--- src/rtl/wm_timer_sensor.sv ---
`default_nettype none
// ============================================================================
// Module   : wm_timer_sensor
// Purpose  : Models the tank level and the wash/spin phase timers that feed
//            the controller's sensor inputs.
// Revision : 1.0 - initial release
// ============================================================================
module wm_timer_sensor #(
    parameter int PRESCALE    = 4,
    parameter int CYCLE_TICKS = 8,
    parameter int SPIN_TICKS  = 6,
    parameter int LEVEL_MAX   = 10,
    parameter int LEVEL_W     = 4
) (
    input  logic               clk,
    input  logic               reset,
    input  logic               motor_on,
    input  logic               fill_value_on,
    input  logic               drain_value_on,
    input  logic               done,
    output logic               filled,
    output logic               drained,
    output logic               cycle_timeout,
    output logic               spin_timeout,
    output logic [LEVEL_W-1:0] level
);

    localparam int c_PRE_W     = (PRESCALE > 1) ? $clog2(PRESCALE) : 1;
    localparam int c_MAX_TICKS = (CYCLE_TICKS > SPIN_TICKS) ? CYCLE_TICKS : SPIN_TICKS;
    localparam int c_CNT_W     = $clog2(c_MAX_TICKS + 1);

    localparam logic [c_PRE_W-1:0] c_PRE_LAST  = c_PRE_W'(PRESCALE - 1);
    localparam logic [c_CNT_W-1:0] c_CYC_LAST  = c_CNT_W'(CYCLE_TICKS - 1);
    localparam logic [c_CNT_W-1:0] c_SPIN_LAST = c_CNT_W'(SPIN_TICKS - 1);
    localparam logic [LEVEL_W-1:0] c_LEVEL_MAX = LEVEL_W'(LEVEL_MAX);

    localparam logic [2:0] T_IDLE    = 3'd0;
    localparam logic [2:0] T_WASH    = 3'd1;
    localparam logic [2:0] T_WASH_TO = 3'd2;
    localparam logic [2:0] T_SPIN    = 3'd3;
    localparam logic [2:0] T_SPIN_TO = 3'd4;

    logic [c_PRE_W-1:0] r_pre_cnt;
    logic               w_tick;
    logic [LEVEL_W-1:0] r_level;
    logic               w_inc;
    logic               w_dec;
    logic [2:0]         r_state;
    logic [2:0]         w_state_next;
    logic [c_CNT_W-1:0] r_ph_cnt;
    logic [c_CNT_W-1:0] w_ph_cnt_next;

    // Free-running timebase; phases never gate it, so tick alignment is set
    // only by reset.
    assign w_tick = (r_pre_cnt == c_PRE_LAST);

    always_ff @(posedge clk) begin
        if (reset) begin
            r_pre_cnt <= '0;
        end else if (w_tick) begin
            r_pre_cnt <= '0;
        end else begin
            r_pre_cnt <= r_pre_cnt + c_PRE_W'(1);
        end
    end

    assign w_inc = w_tick & fill_value_on & ~drain_value_on & (r_level < c_LEVEL_MAX);
    assign w_dec = w_tick & drain_value_on & ~fill_value_on & (r_level != '0);

    always_ff @(posedge clk) begin
        if (reset) begin
            r_level <= '0;
        end else if (w_inc) begin
            r_level <= r_level + LEVEL_W'(1);
        end else if (w_dec) begin
            r_level <= r_level - LEVEL_W'(1);
        end
    end

    assign level   = r_level;
    assign filled  = (r_level == c_LEVEL_MAX);
    assign drained = (r_level == '0);

    always_ff @(posedge clk) begin
        if (reset) begin
            r_state  <= T_IDLE;
            r_ph_cnt <= '0;
        end else begin
            r_state  <= w_state_next;
            r_ph_cnt <= w_ph_cnt_next;
        end
    end

    // The counter is cleared whenever a phase is not actively timing, so any
    // new phase starts from zero.
    always_comb begin
        w_state_next  = r_state;
        w_ph_cnt_next = '0;
        case (r_state)
            T_IDLE: begin
                if (motor_on) begin
                    w_state_next = T_WASH;
                end else if (drain_value_on && drained) begin
                    w_state_next = T_SPIN;
                end
            end
            T_WASH: begin
                w_ph_cnt_next = r_ph_cnt;
                if (!motor_on) begin
                    w_state_next  = T_IDLE;
                    w_ph_cnt_next = '0;
                end else if (w_tick) begin
                    if (r_ph_cnt == c_CYC_LAST) begin
                        w_state_next  = T_WASH_TO;
                        w_ph_cnt_next = '0;
                    end else begin
                        w_ph_cnt_next = r_ph_cnt + c_CNT_W'(1);
                    end
                end
            end
            T_WASH_TO: begin
                if (!motor_on) begin
                    w_state_next = T_IDLE;
                end
            end
            T_SPIN: begin
                w_ph_cnt_next = r_ph_cnt;
                if (!drain_value_on || done) begin
                    w_state_next  = T_IDLE;
                    w_ph_cnt_next = '0;
                end else if (w_tick) begin
                    if (r_ph_cnt == c_SPIN_LAST) begin
                        w_state_next  = T_SPIN_TO;
                        w_ph_cnt_next = '0;
                    end else begin
                        w_ph_cnt_next = r_ph_cnt + c_CNT_W'(1);
                    end
                end
            end
            T_SPIN_TO: begin
                if (!drain_value_on || done) begin
                    w_state_next = T_IDLE;
                end
            end
            default: begin
                w_state_next = T_IDLE;
            end
        endcase
    end

    always_comb begin
        cycle_timeout = (r_state == T_WASH_TO);
        spin_timeout  = (r_state == T_SPIN_TO);
    end

endmodule
`default_nettype wire

--- config.mk ---
export PLATFORM = sky130hd
export DESIGN_NAME = wm_timer_sensor
export DESIGN_NICKNAME = d
export VERILOG_FILES = /design/src/rtl/wm_timer_sensor.sv
export SDC_FILE = /design/constraint.sdc
export NUM_CORES = 1
export LEC_CHECK = 0
export CORE_MARGIN = 3
export CORE_UTILIZATION = 50
export DETAILED_ROUTE_END_ITERATION = 8
export PLACE_DENSITY_LB_ADDON = 0.15
export SYNTH_ARGS = -nofsm -noshare
export SYNTH_HDL_FRONTEND = slang
export SYNTH_SLANG_ARGS = --single-unit
--- constraint.sdc ---
create_clock -name clk -period 2.8 [get_ports clk]
set_input_delay 0.42 -clock clk [delete_from_list [all_inputs] [get_ports clk]]
set_output_delay 0.42 -clock clk [all_outputs]
set_load 0.05 [all_outputs]
=== Yosys cells after proc, flatten, opt, wreduce, memory -nomap -nowiden ===
Index checks and enable logic that the tools add are counted.

* Input port bits: 6
* Word-level logic and storage cells: 62
* Bits in registers: 13

* $lt $le $gt $ge: 1
* Eq/ne operators: 15
* Bitwise logic cells: 8
* Mux-type cells: 20
* Add/subtract/negate cells: 4
* Reductions and logical operators: 10

{| class="wikitable"
|+ Operator list
! cell !! count
|-
| $mux W4 || 8
|-
| $mux W3 || 10
|-
| $ne A3 B3 Y1 const B || 5
|-
| $pmux W3 S5 || 1
|-
| $add A4 B1 Y4 const B || 2
|-
| $eq A4 B3 Y1 const B || 2
|-
| $pmux W4 S2 || 1
|-
| $reduce_and A7 Y1 || 1
|-
| $and A1 B1 Y1 || 6
|-
| $eq A3 B2 Y1 const B || 2
|-
| $eq A4 B4 Y1 const B || 1
|-
| $logic_not A4 Y1 || 1
|-
| $lt A4 B4 Y1 const B || 1
|-
| $reduce_bool A4 Y1 || 1
|-
| $sub A4 B1 Y4 const B || 1
|-
| $eq A3 B1 Y1 const B || 1
|-
| $eq A3 B3 Y1 const B || 1
|-
| $logic_not A3 Y1 || 1
|-
| $add A2 B1 Y2 const B || 1
|-
| $eq A2 B2 Y1 const B || 1
|-
| $ne A2 B1 Y1 const B || 1
|-
| $ne A2 B2 Y1 const B || 1
|-
| $not A1 Y1 || 2
|-
| $reduce_and A2 Y1 || 1
|-
| other kinds (5) || 5
|}

=== Depth between registers and ports, before layout ===
Gate-level depths: netlist of the first run.

* Depth after elaboration: 6
* Mapped depth: 8

=== Least setup slack after synthesis of the first run ===
OpenSTA, ideal clock, no wires.

* Kind: register to register
* From: reg r_level[0] (netlist: level[0])
* To: reg r_state[1]
* Setup slack: 0.237 ns
* Cell stages (with the launch flop): 6
* Setup time: 0.132 ns
* Clock period less this slack: 2.563 ns
* Data arrival time: 2.430 ns
* Data required time: 2.668 ns
* Cell sequence: dfxtp_1 > nor4_2 > a2111oi_1 > o21ba_2 > o21ai_0 > a21oi_1

* Word-level cells in the longest chain between the ends: 4

{| class="wikitable"
|+ RTL lines
! item !! line !! text
|-
| start: declaration || 45 || <nowiki>logic [LEVEL_W-1:0] r_level;</nowiki>
|-
| start signal: assignment || 74 || <nowiki>r_level <= r_level + LEVEL_W'(1);</nowiki>
|-
| start signal: assignment || 76 || <nowiki>r_level <= r_level - LEVEL_W'(1);</nowiki>
|-
| $logic_not A4 Y1 || 82 || <nowiki>assign drained = (r_level == '0);</nowiki>
|-
| via drained || 22 || <nowiki>output logic drained,</nowiki>
|-
| $logic_and A1 B1 Y1 || 103 || <nowiki>end else if (drain_value_on && drained) begin</nowiki>
|-
| $ne A3 B3 Y1 (no source line) || n/a ||
|-
| $reduce_and A7 Y1 (no source line) || n/a ||
|-
| end signal: assignment || 89 || <nowiki>r_state <= w_state_next;</nowiki>
|-
| end: declaration || 48 || <nowiki>logic [2:0] r_state;</nowiki>
|}

The timed path passes the listed nets, and every way through them passes these cells.
A chain may end at the register's enable or synchronous reset.

=== Worst setup path in the final report of the first run ===
* From: reg r_level[0] (netlist: level[0])
* To: out drained

* Word-level cells in the longest chain between the ends: 1

{| class="wikitable"
|+ RTL lines
! item !! line
|-
| $logic_not A4 Y1 || 82
|-
| end: declaration || 22
|}

No other way between the ends.

==> impl_metrics.ini, run 1 <==
[timing]
worst_pin_slew_ps = 551
rsz0062_at_grt = false
fin_skew_ps = 3.43
setup_tns_ps = 0
finalCriticalPeriod_ps = 2510
hold_violations = 0
fmax_mhz = 398
relSlewSlack = 0.630
period_share = 0.897
maxSlewViolCount = 0
setup_viol = 0

[synth]
mappedNetlistArea_um2 = 876
synthArstFlopShare = 0
synth_nets = 113
synthFlopType = dfxtp_1
avgSynthCellArea_um2 = 8.76
synth_cell_types = 41
ys_ff_latch = 13
ys_warn_count = 0
synth_edf_count = 0
ys_seq_area_frac = 0.297
synthCells = 100

[drt]
drcViolationCount = 0
wl_um = 1850
drtAntennaViolNets = 0
vias = 814
drt_iter0_drc = 19
drt_pre_antenna_iters = 4
vias_per_cell = 6.26
avgRoutedWirePerCell_um = 14.2

[floorplan]
start_util = 0.556
die-area_um2 = 2290
die_w_um = 47.9
die_y_um = 47.9
ios = 14
core.rowCount = 14
fp.coreArea_um2 = 1580

[clock_network]
clk_latency_ps = 270
h-tree-depth = 1
cts_tree = yes
numCtsBuffers = 3
cts_root_buf = clkbuf_4
numClockSinks = 13
postCtsSetupRepairBufs = 0
hold_buffers = 0
cts_resized = 0
cts.path.max_buffers = 2
clk_pin_slew_worst_paths_ps = 70

[final_layout]
drive_gt1_frac = 0.0965
mostFrequentLayoutCells = clkdlybuf4s50_1, dfxtp_1, nor2_1, a21oi_1
area_delta_synth_final_pct = 17.4
nNetsFinal = 128
antenna_cells = 0
regArea_um2 = 260
fin_cells = 130
nFillCells = 147
multi_input_area_um2 = 569

[pwr]
intPower_uw = 388
p_seq_frac = 0.402
vdd_drop_max_v = 0.000452
p_switching_uw = 256
p_sw_frac = 0.397
leakagePower_uw = 0.000380
power_density_nw_per_um2 = 626
pwr-share-clk = 0.177
pwr-share-comb = 0.420

[worst_setup_path]
timing.rr.start = r_pre_cnt[0]$_SDFF_PP0_
required_ps = 2380
critPathCaptureType = primary output
reg2regPathDepth = 8
rrSetupSlack_ps = 770
worstSetupPathType = reg -> out
reg2reg_to = level[3]$_SDFFE_PP0P_
arrival_ps = 2090
crit_end = drained
crit_fanout = 6
startpoint = level[0]$_SDFFE_PP0P_
timing.critical_path.from_type = flip-flop

[run_status]
status = finished, final reports clean

[placement]
port_buffers = 13
numPlacedInstances = 126
place.gp.congestion = 0.782
hpwlAfterDp_um = 1380

[job]
cap_violations = 0

[global_routing]
grt_max_degree = 15
antenna_found_initial = 0
grt_pass1_vias = 687
grt_pass1_wl_um = 3080
track_usage = 0.192
grt-ovfl-total = 0

[worst_hold_path]
hp-class = reg -> reg
==> how the worst min path moves through the flow <==
stage,cells after the start,to,startpoint,slack (ps)
2_1_floorplan,1,r_pre_cnt[0]$_SDFF_PP0_,r_pre_cnt[0]$_SDFF_PP0_,400
3_3_place_gp,1,r_pre_cnt[0]$_SDFF_PP0_,r_pre_cnt[0]$_SDFF_PP0_,410
3_5_place_dp,1,r_pre_cnt[0]$_SDFF_PP0_,r_pre_cnt[0]$_SDFF_PP0_,430
4_1_cts,1,r_pre_cnt[0]$_SDFF_PP0_,r_pre_cnt[0]$_SDFF_PP0_,440
5_1_grt,1,r_pre_cnt[0]$_SDFF_PP0_,r_pre_cnt[0]$_SDFF_PP0_,480
6_report,1,r_pre_cnt[0]$_SDFF_PP0_,r_pre_cnt[0]$_SDFF_PP0_,430
==> synth_stat cells (2+ instances only) <==
| cell | instances | area, µm² |
|---|---|---|
| dfxtp_1 | 13 | 260 |
| a21oi_1 | 9 | 45.0 |
| nor2_1 | 9 | 33.8 |
| ha_1 | 6 | 75.1 |
| nor3_1 | 6 | 30.0 |
| o21ai_0 | 5 | 25.0 |
| inv_1 | 4 | 15.0 |
| nand2_1 | 4 | 15.0 |
| nand2b_1 | 4 | 25.0 |
| nand3_1 | 3 | 15.0 |
| nand3b_1 | 3 | 22.5 |
| xnor2_1 | 3 | 26.3 |
| buf_6 | 2 | 22.5 |
| nor3b_1 | 2 | 15.0 |
==> per-layer routing <==
| metal | up-vias | track usage | part of all wire |
|---|---|---|---|
| met5 | - | 0 | 0 |
| met4 | 0 | 0.102 | 0.012 |
| met3 | 4 | 0.0526 | 0.042 |
| met2 | 19 | 0.293 | 0.48 |
| met1 | 392 | 0.244 | 0.47 |
| li1 | 399 | - | - |
==> metrics by stage <==
stage,total power (µW),hold slack (ps),utilization,setup WS (ps),cell area [µm²]
after floorplan,485,398,-,237,876
after CTS,649,438,0.652,245,1030
after detailed placement,531,427,0.636,436,1000
after global routing,705,475,0.652,170,1030
final,644,431,0.652,288,1030
after global placement,525,408,0.636,480,1000
==> state kept, by name, indices dropped and copies added, names as in the netlist <==
name	flops
r_ph_cnt	4
level	4
r_pre_cnt	2
r_state	3
==> power groups by stage <==
stage | Combinational, µW | Clock, µW | Sequential (µW)
2_1_floorplan | 251 | 0 | 234
3_3_place_gp | 264 | 0 | 260
3_5_place_dp | 268 | 0 | 263
4_1_cts | 270 | 121 | 258
5_1_grt | 305 | 134 | 265
6_report | 271 | 114 | 259
==> cell type report <==
type                    count  area share
clock buffers               4      0.0255
well taps                  16      0.0195
inverters                   4      0.0146
multi-input cells          79       0.554
repair buffers             14       0.134
flip-flops and latches     13       0.253
==> worst max-delay path, stage by stage, from the launching register on <==
cell and delay (ps):
dfxtp_1 400, nor4_2 520, clkdlybuf4s50_1 900
==> cells by family after synthesis <==
logic type / count (synthesis) / share of synthesized area
multiplexers: 1 / 0.0114
AND/OR/NAND/NOR: 39 / 0.256
buffers and inverters: 8 / 0.0528
XOR/XNOR: 4 / 0.0400
AO/OA/AOI/OAI: 28 / 0.234
flip-flops: 13 / 0.297
adder cells (fa/ha/maj): 7 / 0.109
No activity file was read; power rests on OpenSTA's default activity.
==> run 2: changes to the inputs <==
==> constraint.sdc (replaced) <==
create_clock -name clk -period 2.6 [get_ports clk]
set_input_delay 0.39 -clock clk [delete_from_list [all_inputs] [get_ports clk]]
set_output_delay 0.39 -clock clk [all_outputs]
set_load 0.05 [all_outputs]
==> results of run 2 <==
Same layout as run 1 (identical final DEF). Status: finished, final reports clean.
Among the figures that moved: setup slack after placement 436 ps -> 266 ps; setup slack after layout 288 ps -> 118 ps; register-to-register setup slack 770 ps -> 570 ps; total power 644 µW -> 693 µW; worst IR drop on VDD 0.000452 V -> 0.000486 V
==> run 3: changes to the inputs <==
--- a/config.mk
+++ b/config.mk
@@ -9,6 +9,7 @@
 export CORE_UTILIZATION = 50
 export DETAILED_ROUTE_END_ITERATION = 8
 export PLACE_DENSITY_LB_ADDON = 0.15
+export REMOVE_ABC_BUFFERS = 1
 export SYNTH_ARGS = -nofsm -noshare
 export SYNTH_HDL_FRONTEND = slang
 export SYNTH_SLANG_ARGS = --single-unit
==> constraint.sdc (replaced) <==
create_clock -name clk -period 2.6 [get_ports clk]
set_input_delay 0.39 -clock clk [delete_from_list [all_inputs] [get_ports clk]]
set_output_delay 0.39 -clock clk [all_outputs]
set_load 0.01 [all_outputs]
==> impl_metrics.ini, run 3 (synthesis gave the netlist of run 1 again) <==
[pwr]
pwr-share-comb = 0.398
power_density_nw_per_um2 = 637
p_switching_uw = 237
intPower_uw = 418
leakagePower_uw = 0.000380
p_seq_frac = 0.419
vdd_drop_max_v = 0.000402
pwr-share-clk = 0.183
p_sw_frac = 0.362

[drt]
vias_per_cell = 5.87
drt_iter0_drc = 9
avgRoutedWirePerCell_um = 13.4
wl_um = 1740
drcViolationCount = 0
drtAntennaViolNets = 0
vias = 763
drt_pre_antenna_iters = 5

[global_routing]
grt-ovfl-total = 0
grt_pass1_vias = 706
grt_pass1_wl_um = 2920
antenna_found_initial = 0
grt_max_degree = 15
track_usage = 0.179

[final_layout]
nNetsFinal = 128
area_delta_synth_final_pct = 17.4
multi_input_area_um2 = 569
drive_gt1_frac = 0.0965
regArea_um2 = 260
mostFrequentLayoutCells = clkdlybuf4s50_1, dfxtp_1, nor2_1, a21oi_1
antenna_cells = 0
fin_cells = 130
nFillCells = 132

[placement]
place.gp.congestion = 0.820
numPlacedInstances = 126
port_buffers = 13
hpwlAfterDp_um = 1370
pre_cts_slack_ps = 235

[timing]
setup_viol = 0
setup_tns_ps = 0
rsz0062_at_grt = false
fmax_mhz = 475
setup_slack_ps = 494
fin_skew_ps = 2.16
period_share = 0.810
relSlewSlack = 0.624
finalCriticalPeriod_ps = 2110
hold_violations = 0
worst_pin_slew_ps = 561
maxSlewViolCount = 0

[worst_setup_path]
timing.rr.start = r_pre_cnt[0]$_SDFF_PP0_
critPathCaptureType = primary output
arrival_ps = 1720
reg2regPathDepth = 8
reg2reg_to = level[3]$_SDFFE_PP0P_
required_ps = 2210
worstSetupPathType = reg -> out
rrSetupSlack_ps = 500
timing.critical_path.from_type = flip-flop
crit_fanout = 6

[clock_network]
cts_resized = 0
postCtsSetupRepairBufs = 0
clk_pin_slew_worst_paths_ps = 70
clk_latency_ps = 270
numCtsBuffers = 3
cts.path.max_buffers = 2
numClockSinks = 13
cts_tree = yes
cts_root_buf = clkbuf_4
h-tree-depth = 1
hold_buffers = 0

[worst_hold_path]
hp-start = r_pre_cnt[0]$_SDFF_PP0_
holdPathEnd = r_pre_cnt[0]$_SDFF_PP0_
hp-class = reg -> reg
hold_depth = 1

[floorplan]
core.rowCount = 14
ios = 14
die-area_um2 = 2290
die_y_um = 47.9
start_util = 0.556
fp.coreArea_um2 = 1580
die_w_um = 47.9

[job]
cap_violations = 0

[run_status]
status = finished, final reports clean
-- run 3: cell counts in the layout (fill, tap and decap cells not counted) --
Identical to the previous run, type by type.
-- run 3: power groups by stage --
stage	Combinational [µW]	Clock, µW	Sequential (µW)
3_5_place_dp	262	0	280
4_1_cts	264	124	275
5_1_grt	297	132	281
3_3_place_gp	255	0	278
6_report	261	120	275
2_1_floorplan	197	0	269
-- run 3: stage by stage --
stage | instance area, µm² | total power (µW) | utilization | hold WS (ps)
after floorplan | 845 | 465 | - | 396
after global placement | 1000 | 533 | 0.636 | 406
after detailed placement | 1000 | 542 | 0.636 | 416
after CTS | 1030 | 663 | 0.652 | 426
after global routing | 1030 | 711 | 0.652 | 454
final | 1030 | 656 | 0.652 | 425
-- run 3: cell type report --
cell class / count / share of cell area
clock buffers: 4 / 0.0255
repair buffers: 14 / 0.134
inverters: 4 / 0.0146
flip-flops and latches: 13 / 0.253
multi-input cells: 79 / 0.554
well taps: 16 / 0.0195
-- run 3: layer usage --
layer / track usage / vias up / routed length [µm]
met4: 0.0806 / 0 / 14
met2: 0.280 / 14 / 852
met1: 0.232 / 350 / 818
met5: 0 / - / 0
li1: - / 397 / -
met3: 0.0451 / 2 / 54
-- run 3: how the worst max path moves through the flow --
| stage | slack [ps] | depth (start not counted) | to | startpoint |
|---|---|---|---|---|
| global route | 360 | 2 | drained | level[0]$_SDFFE_PP0P_ |
| global placement | 330 | 9 | level[3]$_SDFFE_PP0P_ | drain_value_on |
| floorplan | 550 | 8 | level[3]$_SDFFE_PP0P_ | r_pre_cnt[0]$_SDFF_PP0_ |
| CTS | 470 | 2 | drained | level[0]$_SDFFE_PP0P_ |
| finish | 490 | 2 | drained | level[0]$_SDFFE_PP0P_ |
| detailed placement | 240 | 9 | level[3]$_SDFFE_PP0P_ | drain_value_on |
-- run 3: critical path: stages, from the launching register on --
cell and delay [ps]:
dfxtp_1 390, nor4_2 440, clkdlybuf4s50_1 610
